### config.mk
export PLATFORM = sky130hd
export DESIGN_NAME = bcd_countdown_timer
export DESIGN_NICKNAME = d
export VERILOG_FILES = /design/src/rtl/timer_pkg.sv /design/src/rtl/bcd_digit_down.sv /design/src/rtl/bcd_countdown_timer.sv
export SDC_FILE = /design/constraint.sdc
export NUM_CORES = 1
export LEC_CHECK = 0
export ABC_AREA = 1
export BUFFER_PORTS_ARGS = -buffer_cell sky130_fd_sc_hd__buf_4
export CAP_MARGIN = 20
export CORE_MARGIN = 2
export CORE_UTILIZATION = 54
export CTS_CLUSTER_DIAMETER = 200
export DETAILED_ROUTE_END_ITERATION = 16
export GPL_TIMING_DRIVEN = 0
export PLACE_DENSITY = 0.83
export SETUP_SLACK_MARGIN = 0.1
export SYNTH_ARGS = -nofsm -noshare
export SYNTH_HDL_FRONTEND = slang
export SYNTH_SLANG_ARGS = --single-unit
### constraint.sdc
create_clock -name sys_clk -period 3.5 [get_ports sys_clk]
set_input_delay 0.525 -clock sys_clk [delete_from_list [all_inputs] [get_ports sys_clk]]
set_output_delay 0.525 -clock sys_clk [all_outputs]
set_load 0.05 [all_outputs]
### src/rtl/timer_pkg.sv
// Shared types, digit moduli and the BCD time validity helper for the
// MM:SS countdown timer.
package timer_pkg;

    typedef enum logic [1:0] {
        ST_IDLE  = 2'd0,
        ST_RUN   = 2'd1,
        ST_PAUSE = 2'd2,
        ST_DONE  = 2'd3
    } timer_state_t;

    localparam logic [3:0] SEC_ONES_MAX = 4'd9;
    localparam logic [3:0] SEC_TENS_MAX = 4'd5;
    localparam logic [3:0] MIN_ONES_MAX = 4'd9;
    localparam logic [3:0] MIN_TENS_MAX = 4'd9;

    // True when every digit of {min_tens, min_ones, sec_tens, sec_ones} is in range.
    function automatic logic bcd_time_valid(input logic [15:0] value);
        return (value[15:12] <= MIN_TENS_MAX) &&
               (value[11:8]  <= MIN_ONES_MAX) &&
               (value[7:4]   <= SEC_TENS_MAX) &&
               (value[3:0]   <= SEC_ONES_MAX);
    endfunction

endpackage

### src/rtl/bcd_digit_down.sv
// One BCD down-counting digit. Wraps 0 -> DIGIT_MAX on a decrement and
// reports a combinational borrow while the digit reads 0, so the next
// digit up the chain can be enabled.
module bcd_digit_down #(
    parameter logic [3:0] DIGIT_MAX = 4'd9
) (
    input  logic       sys_clk,
    input  logic       sys_rst,
    input  logic       dec,
    input  logic       load,
    input  logic [3:0] load_digit,
    input  logic       clr,
    output logic [3:0] digit,
    output logic       borrow
);

    logic [3:0] digit_r;

    // Digit register: reset > clear > load > decrement.
    always_ff @(posedge sys_clk) begin
        if (sys_rst) begin
            digit_r <= 4'd0;
        end else if (clr) begin
            digit_r <= 4'd0;
        end else if (load) begin
            digit_r <= load_digit;
        end else if (dec) begin
            if (digit_r == 4'd0) begin
                digit_r <= DIGIT_MAX;
            end else begin
                digit_r <= digit_r - 4'd1;
            end
        end else begin
            digit_r <= digit_r;
        end
    end

    assign digit  = digit_r;
    assign borrow = (digit_r == 4'd0);

endmodule

### src/rtl/bcd_countdown_timer.sv
// Four-digit MM:SS BCD countdown timer driven by a 1 Hz enable.
// Holds the IDLE/RUN/PAUSE/DONE control FSM, load validation and the
// registered done / load_err pulses; the digits live in bcd_digit_down.
// Optional feature: define BCD_TIMER_AUTO_RELOAD_EN to reload the last
// loaded value on expiry and keep running.
module bcd_countdown_timer
    import timer_pkg::*;
(
    input  logic        sys_clk,
    input  logic        sys_rst,
    input  logic        tick_1hz,
    input  logic        clear,
    input  logic        load,
    input  logic [15:0] load_val,
    input  logic        start,
    input  logic        pause,
    output logic [15:0] time_bcd,
    output logic        running,
    output logic        done,
    output logic        load_err
);

    timer_state_t state_r;
    timer_state_t state_nx_s;
    logic         dig_clr_s;
    logic         dig_load_s;
    logic [15:0]  load_data_s;
    logic         dec_s;
    logic         done_nx_s;
    logic         err_nx_s;
    logic [15:0]  time_s;
    logic [3:0]   borrow_s;
    logic [3:0]   dig_dec_s;
    logic         time_zero_s;
    logic         time_one_s;
    logic         running_r;
    logic         done_r;
    logic         load_err_r;

`ifdef BCD_TIMER_AUTO_RELOAD_EN
    logic [15:0]  reload_r;
    logic         reload_we_s;
    logic         reload_clr_s;
`endif

    assign time_zero_s = (time_s == 16'h0000);
    assign time_one_s  = (time_s == 16'h0001);

    // Borrow chain: a digit steps only when every lower digit is at 0.
    assign dig_dec_s[0] = dec_s;
    assign dig_dec_s[1] = dig_dec_s[0] & borrow_s[0];
    assign dig_dec_s[2] = dig_dec_s[1] & borrow_s[1];
    assign dig_dec_s[3] = dig_dec_s[2] & borrow_s[2];

    bcd_digit_down #(.DIGIT_MAX(SEC_ONES_MAX)) u_sec_ones (
        .sys_clk(sys_clk), .sys_rst(sys_rst), .dec(dig_dec_s[0]), .load(dig_load_s),
        .load_digit(load_data_s[3:0]), .clr(dig_clr_s), .digit(time_s[3:0]), .borrow(borrow_s[0])
    );
    bcd_digit_down #(.DIGIT_MAX(SEC_TENS_MAX)) u_sec_tens (
        .sys_clk(sys_clk), .sys_rst(sys_rst), .dec(dig_dec_s[1]), .load(dig_load_s),
        .load_digit(load_data_s[7:4]), .clr(dig_clr_s), .digit(time_s[7:4]), .borrow(borrow_s[1])
    );
    bcd_digit_down #(.DIGIT_MAX(MIN_ONES_MAX)) u_min_ones (
        .sys_clk(sys_clk), .sys_rst(sys_rst), .dec(dig_dec_s[2]), .load(dig_load_s),
        .load_digit(load_data_s[11:8]), .clr(dig_clr_s), .digit(time_s[11:8]), .borrow(borrow_s[2])
    );
    bcd_digit_down #(.DIGIT_MAX(MIN_TENS_MAX)) u_min_tens (
        .sys_clk(sys_clk), .sys_rst(sys_rst), .dec(dig_dec_s[3]), .load(dig_load_s),
        .load_digit(load_data_s[15:12]), .clr(dig_clr_s), .digit(time_s[15:12]), .borrow(borrow_s[3])
    );

    // Next-state and digit control, in input priority order clear > load > start/pause > tick.
    always_comb begin
        state_nx_s  = state_r;
        dig_clr_s   = 1'b0;
        dig_load_s  = 1'b0;
        load_data_s = load_val;
        dec_s       = 1'b0;
        done_nx_s   = 1'b0;
        err_nx_s    = 1'b0;
`ifdef BCD_TIMER_AUTO_RELOAD_EN
        reload_we_s  = 1'b0;
        reload_clr_s = 1'b0;
`endif
        if (clear) begin
            state_nx_s = ST_IDLE;
            dig_clr_s  = 1'b1;
`ifdef BCD_TIMER_AUTO_RELOAD_EN
            reload_clr_s = 1'b1;
`endif
        end else if (load && (state_r != ST_RUN)) begin
            if (bcd_time_valid(load_val)) begin
                state_nx_s = ST_IDLE;
                dig_load_s = 1'b1;
`ifdef BCD_TIMER_AUTO_RELOAD_EN
                reload_we_s = 1'b1;
`endif
            end else begin
                err_nx_s = 1'b1;
            end
        end else begin
            case (state_r)
                ST_IDLE, ST_PAUSE: begin
                    // A tick in the start cycle is deliberately not consumed.
                    if (start && !time_zero_s) begin
                        state_nx_s = ST_RUN;
                    end else begin
                        state_nx_s = state_r;
                    end
                end
                ST_RUN: begin
                    if (pause) begin
                        state_nx_s = ST_PAUSE;
                    end else if (tick_1hz) begin
                        if (time_one_s) begin
                            done_nx_s = 1'b1;
`ifdef BCD_TIMER_AUTO_RELOAD_EN
                            if (reload_r != 16'h0000) begin
                                dig_load_s  = 1'b1;
                                load_data_s = reload_r;
                                state_nx_s  = ST_RUN;
                            end else begin
                                dec_s      = 1'b1;
                                state_nx_s = ST_DONE;
                            end
`else
                            dec_s      = 1'b1;
                            state_nx_s = ST_DONE;
`endif
                        end else if (time_zero_s) begin
                            // Never wrap 00:00 to 99:59.
                            state_nx_s = ST_DONE;
                        end else begin
                            dec_s = 1'b1;
                        end
                    end else begin
                        state_nx_s = ST_RUN;
                    end
                end
                ST_DONE: begin
                    state_nx_s = ST_DONE;
                end
                default: begin
                    state_nx_s = ST_IDLE;
                end
            endcase
        end
    end

    // State register and registered status outputs.
    always_ff @(posedge sys_clk) begin
        if (sys_rst) begin
            state_r    <= ST_IDLE;
            running_r  <= 1'b0;
            done_r     <= 1'b0;
            load_err_r <= 1'b0;
        end else begin
            state_r    <= state_nx_s;
            running_r  <= (state_nx_s == ST_RUN);
            done_r     <= done_nx_s;
            load_err_r <= err_nx_s;
        end
    end

`ifdef BCD_TIMER_AUTO_RELOAD_EN
    // Reload register: captures each accepted load, cleared with the timer.
    always_ff @(posedge sys_clk) begin
        if (sys_rst) begin
            reload_r <= 16'h0000;
        end else if (reload_clr_s) begin
            reload_r <= 16'h0000;
        end else if (reload_we_s) begin
            reload_r <= load_val;
        end else begin
            reload_r <= reload_r;
        end
    end
`endif

    assign time_bcd = time_s;
    assign running  = running_r;
    assign done     = done_r;
    assign load_err = load_err_r;

endmodule

# Word level (Yosys, flattened, before mapping)
# Index checks and enable logic that the tools add are counted.
classes:
  add_sub_neg: 4
  n_lt_le_gt_ge: 4
  eq_ne: 6
  n_mux: 34
  n_bitwise: 6
  reduce_logical: 20
op_table:
  columns: ["op", "count"]
  rows:
  - ["two-way mux 4 bit", 12]
  - ["== test 16 x 1 -> 1 bit (second input constant)", 1]
  - ["logical NOT 16 bit", 1]
  - ["logical NOT 4 bit", 4]
  - ["two-way mux 2 bit", 8]
  - ["subtractor 4 x 1 -> 4 bit (second input constant)", 4]
  - ["two-way mux 1 bit", 13]
  - ["<= comparator 4 bit (second input constant)", 3]
  - ["nonzero test 2 bit", 4]
  - ["one-hot mux 2 bit (3 select lines)", 1]
  - ["OR reduction 6 bit", 1]
  - ["logical AND 1 bit", 5]
  - ["== test 2 x 1 -> 1 bit (second input constant)", 2]
  - ["== test 2 bit (second input constant)", 2]
  - ["<= comparator 4 x 3 -> 1 bit (second input constant)", 1]
  - ["OR reduction 2 bit", 2]
  - ["AND 1 bit", 3]
  - ["inverter 1 bit", 3]
  - ["OR reduction 3 bit", 1]
  - ["logical NOT 2 bit", 1]
  - ["!= test 2 x 1 -> 1 bit (second input constant)", 1]
  - ["logical NOT 1 bit", 1]
word_totals:
  regBits: 21
  inputBits: 23
  out_inout_bits: 19
  wordCells: 82

# Longest topological paths before layout
depth:
  ltp_word: 13
  depth_mapped: 12
  ltp_nobuf: 12

# Hierarchy
# From an unflattened synthesis, not the netlist that was laid out.
unflattened:
  cells_unflattened: 234
  hier_area_um2: 1388.8
modules_own_cells:
  columns: ["mod", "instances", "cells_per_inst", "area_each_um2", "seq_area_each_um2"]
  rows:
  - ["bcd_digit_down (u_min_ones ...)", 3, 41, 250.2, 80.1]
  - ["bcd_countdown_timer", 1, 70, 397.9, 100.1]
  - ["bcd_digit_down (u_sec_tens)", 1, 41, 240.2, 80.1]

# Worst setup path before layout
# OpenSTA, ideal clock, no wires.
synth_timing:
  path_type: "register to register"
  startpoint: "register u_sec_ones.digit_r[2] (netlist: u_sec_ones.digit[2])"
  endpoint: "register u_min_tens.digit_r[2] (netlist: u_min_tens.digit[2])"
  setup_time_ns: 0.116
  arrival_ns: 1.546
  t_required_ns: 3.384
  slack_ns: 1.838
  stages_incl_launch_ff: 12
  path_buffers: 0
  period_less_slack_ns: 1.662
  cell_sequence: "dfxtp_1 -> nor2_4 -> nand2_4 -> nor2_4 -> nand2_2 -> nand2_2 -> inv_2 -> nand3_2 -> nand2_2 -> clkinv_1 -> nor2_1 -> nor2_1"
synth_between:
  elab_chain_len: 12
  elab_cells_between_ends: 14
  classes_between: "eq/ne (1); mux (7); bitwise (3); reduce/logical (3)"
synth_rtl:
  columns: ["item", "line_no", "rtl"]
  rows:
  - ["start, declared", "bcd_digit_down.sv:17", "logic [3:0] digit_r;"]
  - ["start signal, assigned", "bcd_digit_down.sv:26", "digit_r <= load_digit;"]
  - ["start signal, assigned", "bcd_digit_down.sv:31", "digit_r <= digit_r - 4'd1;"]
  - ["start signal, assigned", "bcd_digit_down.sv:34", "digit_r <= digit_r;"]
  - ["logical NOT 16 bit", "bcd_countdown_timer.sv:46", "assign time_zero_s = (time_s == 16'h0000);"]
  - ["two-way mux 1 bit", "bcd_countdown_timer.sv:130", "end else if (time_zero_s) begin"]
  - ["two-way mux 1 bit", "bcd_countdown_timer.sv:115", "if (time_one_s) begin"]
  - ["two-way mux 1 bit", "bcd_countdown_timer.sv:114", "end else if (tick_1hz) begin"]
  - ["two-way mux 1 bit", "bcd_countdown_timer.sv:112", "if (pause) begin"]
  - ["two-way mux 1 bit", "bcd_countdown_timer.sv:102", "case (state_r)"]
  - ["two-way mux 1 bit", "bcd_countdown_timer.sv:91", "end else if (load && (state_r != ST_RUN)) begin"]
  - ["two-way mux 1 bit", "bcd_countdown_timer.sv:85", "if (clear) begin"]
  - ["AND 1 bit (*)", "bcd_countdown_timer.sv:51", "assign dig_dec_s[1] = dig_dec_s[0] & borrow_s[0];"]
  - ["AND 1 bit (*)", "bcd_countdown_timer.sv:52", "assign dig_dec_s[2] = dig_dec_s[1] & borrow_s[1];"]
  - ["AND 1 bit (*)", "bcd_countdown_timer.sv:53", "assign dig_dec_s[3] = dig_dec_s[2] & borrow_s[2];"]
  - ["nonzero test 2 bit (no source line) (*)", null, null]
  - ["end signal, assigned", "bcd_digit_down.sv:26", null]
  - ["end signal, assigned", "bcd_digit_down.sv:31", null]
  - ["end signal, assigned", "bcd_digit_down.sv:34", null]
  - ["end, declared", "bcd_digit_down.sv:17", null]
# Every way passes the cells marked *; elsewhere a longest branch is shown, timed or not.
# A chain may end at the register's enable or synchronous reset.

# Worst setup path in the final report
layout_timing:
  startpoint: "register u_sec_ones.digit_r[1] (netlist: u_sec_ones.digit[1])"
  endpoint: "register u_min_tens.digit_r[1] (netlist: u_min_tens.digit[1])"
# Same word-level chain as after synthesis.

==> key figures <==
STA
  • Final setup fails: 0
  • Min Clock Period, post-route: between 1.5 and 2 ns
  • TNS Setup: 0 ns
  • FMAX: ~640 MHz
  • Worst slew pin tran: approximately 0.34 ns
  • Final worst-path cycle share: 0.4458
  • Slew Viols, Final: 0
  • Final hold vios: 0
  • RSZ-0062 raised after global routing: false
  • Setup ws final: 1.940 ns
  • Fin Clk Skew: ~0.0053 ns
  • Max transition margin: 0.7729

Worst setup path
  • CP peak stage delay: ~0.39 ns
  • Worst setup SP type: flop
  • CP endpoint kind: flop
  • Most used cell, CP: nand2_2
  • Critical Path Start: u_sec_ones.digit[1]$_SDFFE_PP0P_
  • Data required time at the worst endpoint: 3.73 ns
  • R2r setup slk: 1.94 ns
  • CP arrival: between 1.5 and 2 ns
  • FF-to-FF path depth: 10
  • FF-to-FF Start: u_sec_ones.digit[1]$_SDFFE_PP0P_
  • Slowest-stage cell, CP: dfxtp_1
  • CP Max Fanout: 6
  • Crit path cell chain: nor2_4, nand2_4, nor2_4, nand2_2, nand2_2, inv_2, nand3_2, nand2_2, o21ai_0, nor2_1
  • Crit Path Class: reg -> reg

Layout
  • Syn-to-layout area delta: 27.90%
  • Proportion of layout cells with a drive suffix above 1: 0.2819
  • Register area: roughly 420 um2
  • Layout net count: around 280
  • Fill cells: 205
  • Number of diodes: 0
  • Multi-input logic area: 790.8 um2

Clock tree
  • CTS sink cnt: 21
  • H-tree lvl count: 1
  • CTS root buf: clkbuf_4
  • Post-CTS setup buffer count: 0
  • Clock-pin transition on the worst setup and hold timing paths: roughly 0.13 ns
  • Clock Latency Late Sink: between 0.3 and 0.4 ns
  • CTS tree: done
  • CTS buffer count: 3
  • CTS max path bufs: 2
  • Post-CTS Hold Buffers: 0
  • PostCTS Resize Cnt: 0

Floorplan
  • Initial Util: 0.5545
  • Core Area: around 2400 um2
  • I/O pin count: 42
  • # rows: 18
  • Die ar.: slightly below 3000 um2
  • Die width: 53.75 um
  • Die Ht: around 54 um

Logic synthesis
  • Share of the synthesized area in the top cell type: 0.3146
  • Post-synth ARST share: 0
  • Synthesized flop and latch total: 21
  • Synth top cells by count: nand2_1, nor2_1, dfxtp_1
  • Ys flop type: dfxtp_1
  • Sequential-to-total area share from yosys stat: 0.3146
  • Mapped Nets: roughly 240
  • Post-synth EDFFs: 0
  • Synth area leaders: dfxtp_1, nand2_1, nor2_1
  • Yosys top cell by area: dfxtp_1
  • Count of different cell masters after synthesis: 25
  • Post-Synthesis Cells: between 200 and 250
  • Synthesized area per cell: between 6 and 7 um2
  • Post-Syn Area: between 1000 and 1500 um2
  • Cell with the most instances after synthesis: nand2_1
  • Yosys warns: 0

Worst hold path
  • Worst hold path depth: 2
  • Hold crit path type: in -> reg
  • Hold Startpoint: sys_rst

Placement
  • Hpwl dp: 2.285 mm
  • DP Worst Slack: about 1.6 ns
  • PortBufs: 41
  • Final weighted congestion in routability-driven placement: 0.7762

Detailed routing
  • Antenna Violating Nets Remaining: 0
  • Via count: 1424
  • Drt drc: 0
  • Post-Route WL: around 2.9 mm
  • DRT Pass-1 Iters: 4
  • Vias/cell: just under 5
  • Drt initial violations: 26
  • Routed wire per std cell: 10.18 um

Run
  • Max cap viols: 0

Global route
  • Grt met3 use: 0.02500
  • GRT Max-Usage Layer: met2
  • Met2 usage: 0.3516
  • Met1 GRT Util: 0.3060
  • Global-route wire length before repair: around 4.7 mm
  • Global Route Usage Sum: 0.2216
  • Initial antenna violation count: 0
  • Largest net degree at the start of global routing: 13
  • Total gr overflow: 0
  • Vias in the first global route: ~1100

Pwr
  • P per Cell Area: 253.2 nW/um2
  • Peak supply drop: ~0.24 mV
  • P_leak: roughly 0.86 nW

Status
  • Status: completed
[worst max-delay path, delay by kind of cell (launching register included)]
kind | cells | cell delay (ns)
AO/OA/AOI/OAI | 1 | 0.16
AND/OR/NAND/NOR | 8 | 0.84
flip-flops | 1 | 0.39
buffers and inverters | 1 | 0.07
[cell type report]
| cell class | instances | share of cell area |
|---|---|---|
| multi-input cells | 166 | 0.4627 |
| flip-flops and latches | 21 | 0.2460 |
| repair buffers | 41 | 0.1801 |
| inverters | 24 | 0.05344 |
| well taps | 30 | 0.02196 |
| plain buffers | 3 | 0.01977 |
| clock buffers | 3 | 0.01318 |
| clock inverters | 1 | 0.002928 |
[registers in the layout, summed over array words and instances (netlist names)]
name,count
u_min_ones.digit,4
load_err,1
u_min_tens.digit,4
running,1
state_r,2
u_sec_tens.digit,4
done,1
u_sec_ones.digit,4
[logic make-up after synthesis]
| logic type | synth area share |
|---|---|
| XOR/XNOR | 0.01311 |
| buffers and inverters | 0.09363 |
| flip-flops | 0.3146 |
| AO/OA/AOI/OAI | 0.1405 |
| AND/OR/NAND/NOR | 0.4382 |
[final timing paths]
kind                                                          to
worst max-delay path            u_min_tens.digit[1]$_SDFFE_PP0P_
worst max register to register  u_min_tens.digit[1]$_SDFFE_PP0P_
worst min register to register  u_sec_tens.digit[3]$_SDFFE_PP0P_
worst min-delay path                       state_r[1]$_SDFF_PP0_
[routing by layer]
layer | routed length (um) | part of all wire
met3 | 148 | 0.050
met1 | 1398 | 0.48
met4 | 35 | 0.012
met2 | 1361 | 0.46
met5 | 0 | 0
[where the power goes]
group / switching, mW / internal [mW] / leakage, nW
logic: 0.0364 / 0.0299 / 0.675
clock network: 0.0803 / 0.0428 / 0.0177
registers: 0.00224 / 0.241 / 0.169
[metrics by stage]
stage	instances	total power, mW	util	cell area [um2]	hold slack (ns)
after floorplan	214	0.2841	-	1336	0.5888
after global placement	285	0.3145	0.6978	1682	0.4621
after detailed placement	285	0.3151	0.6978	1682	0.4572
after CTS	289	0.4350	0.7092	1709	0.3666
after global routing	289	0.4500	0.7092	1709	0.3793
final	289	0.4328	0.7092	1709	0.3721
[cell usage in the layout (no fill, tap or decap)]
cell | netlist | layout
nand2_1 | 65 | 65
buf_4 | 0 | 41
nor2_1 | 34 | 34
dfxtp_1 | 21 | 21
inv_1 | 17 | 17
o21ai_0 | 14 | 14
a21oi_1 | 13 | 13
nand2_2 | 6 | 6
o21ai_1 | 6 | 6
nor2_4 | 5 | 5
inv_2 | 4 | 4
nor2_2 | 4 | 4
nor3_1 | 4 | 4
nand3_1 | 4 | 4
buf_6 | 3 | 3
clkbuf_4 | 0 | 3
clkinv_1 | 2 | 2
nand2_4 | 2 | 2
nand3_2 | 2 | 2
clkinv_2 | 1 | 2
o21a_1 | 1 | 1
o22ai_1 | 1 | 1
nor4_1 | 1 | 1
o21ai_2 | 1 | 1
nand4_1 | 1 | 1
xor2_1 | 1 | 1
xnor2_1 | 1 | 1
Power figures use the tool's default switching activity.
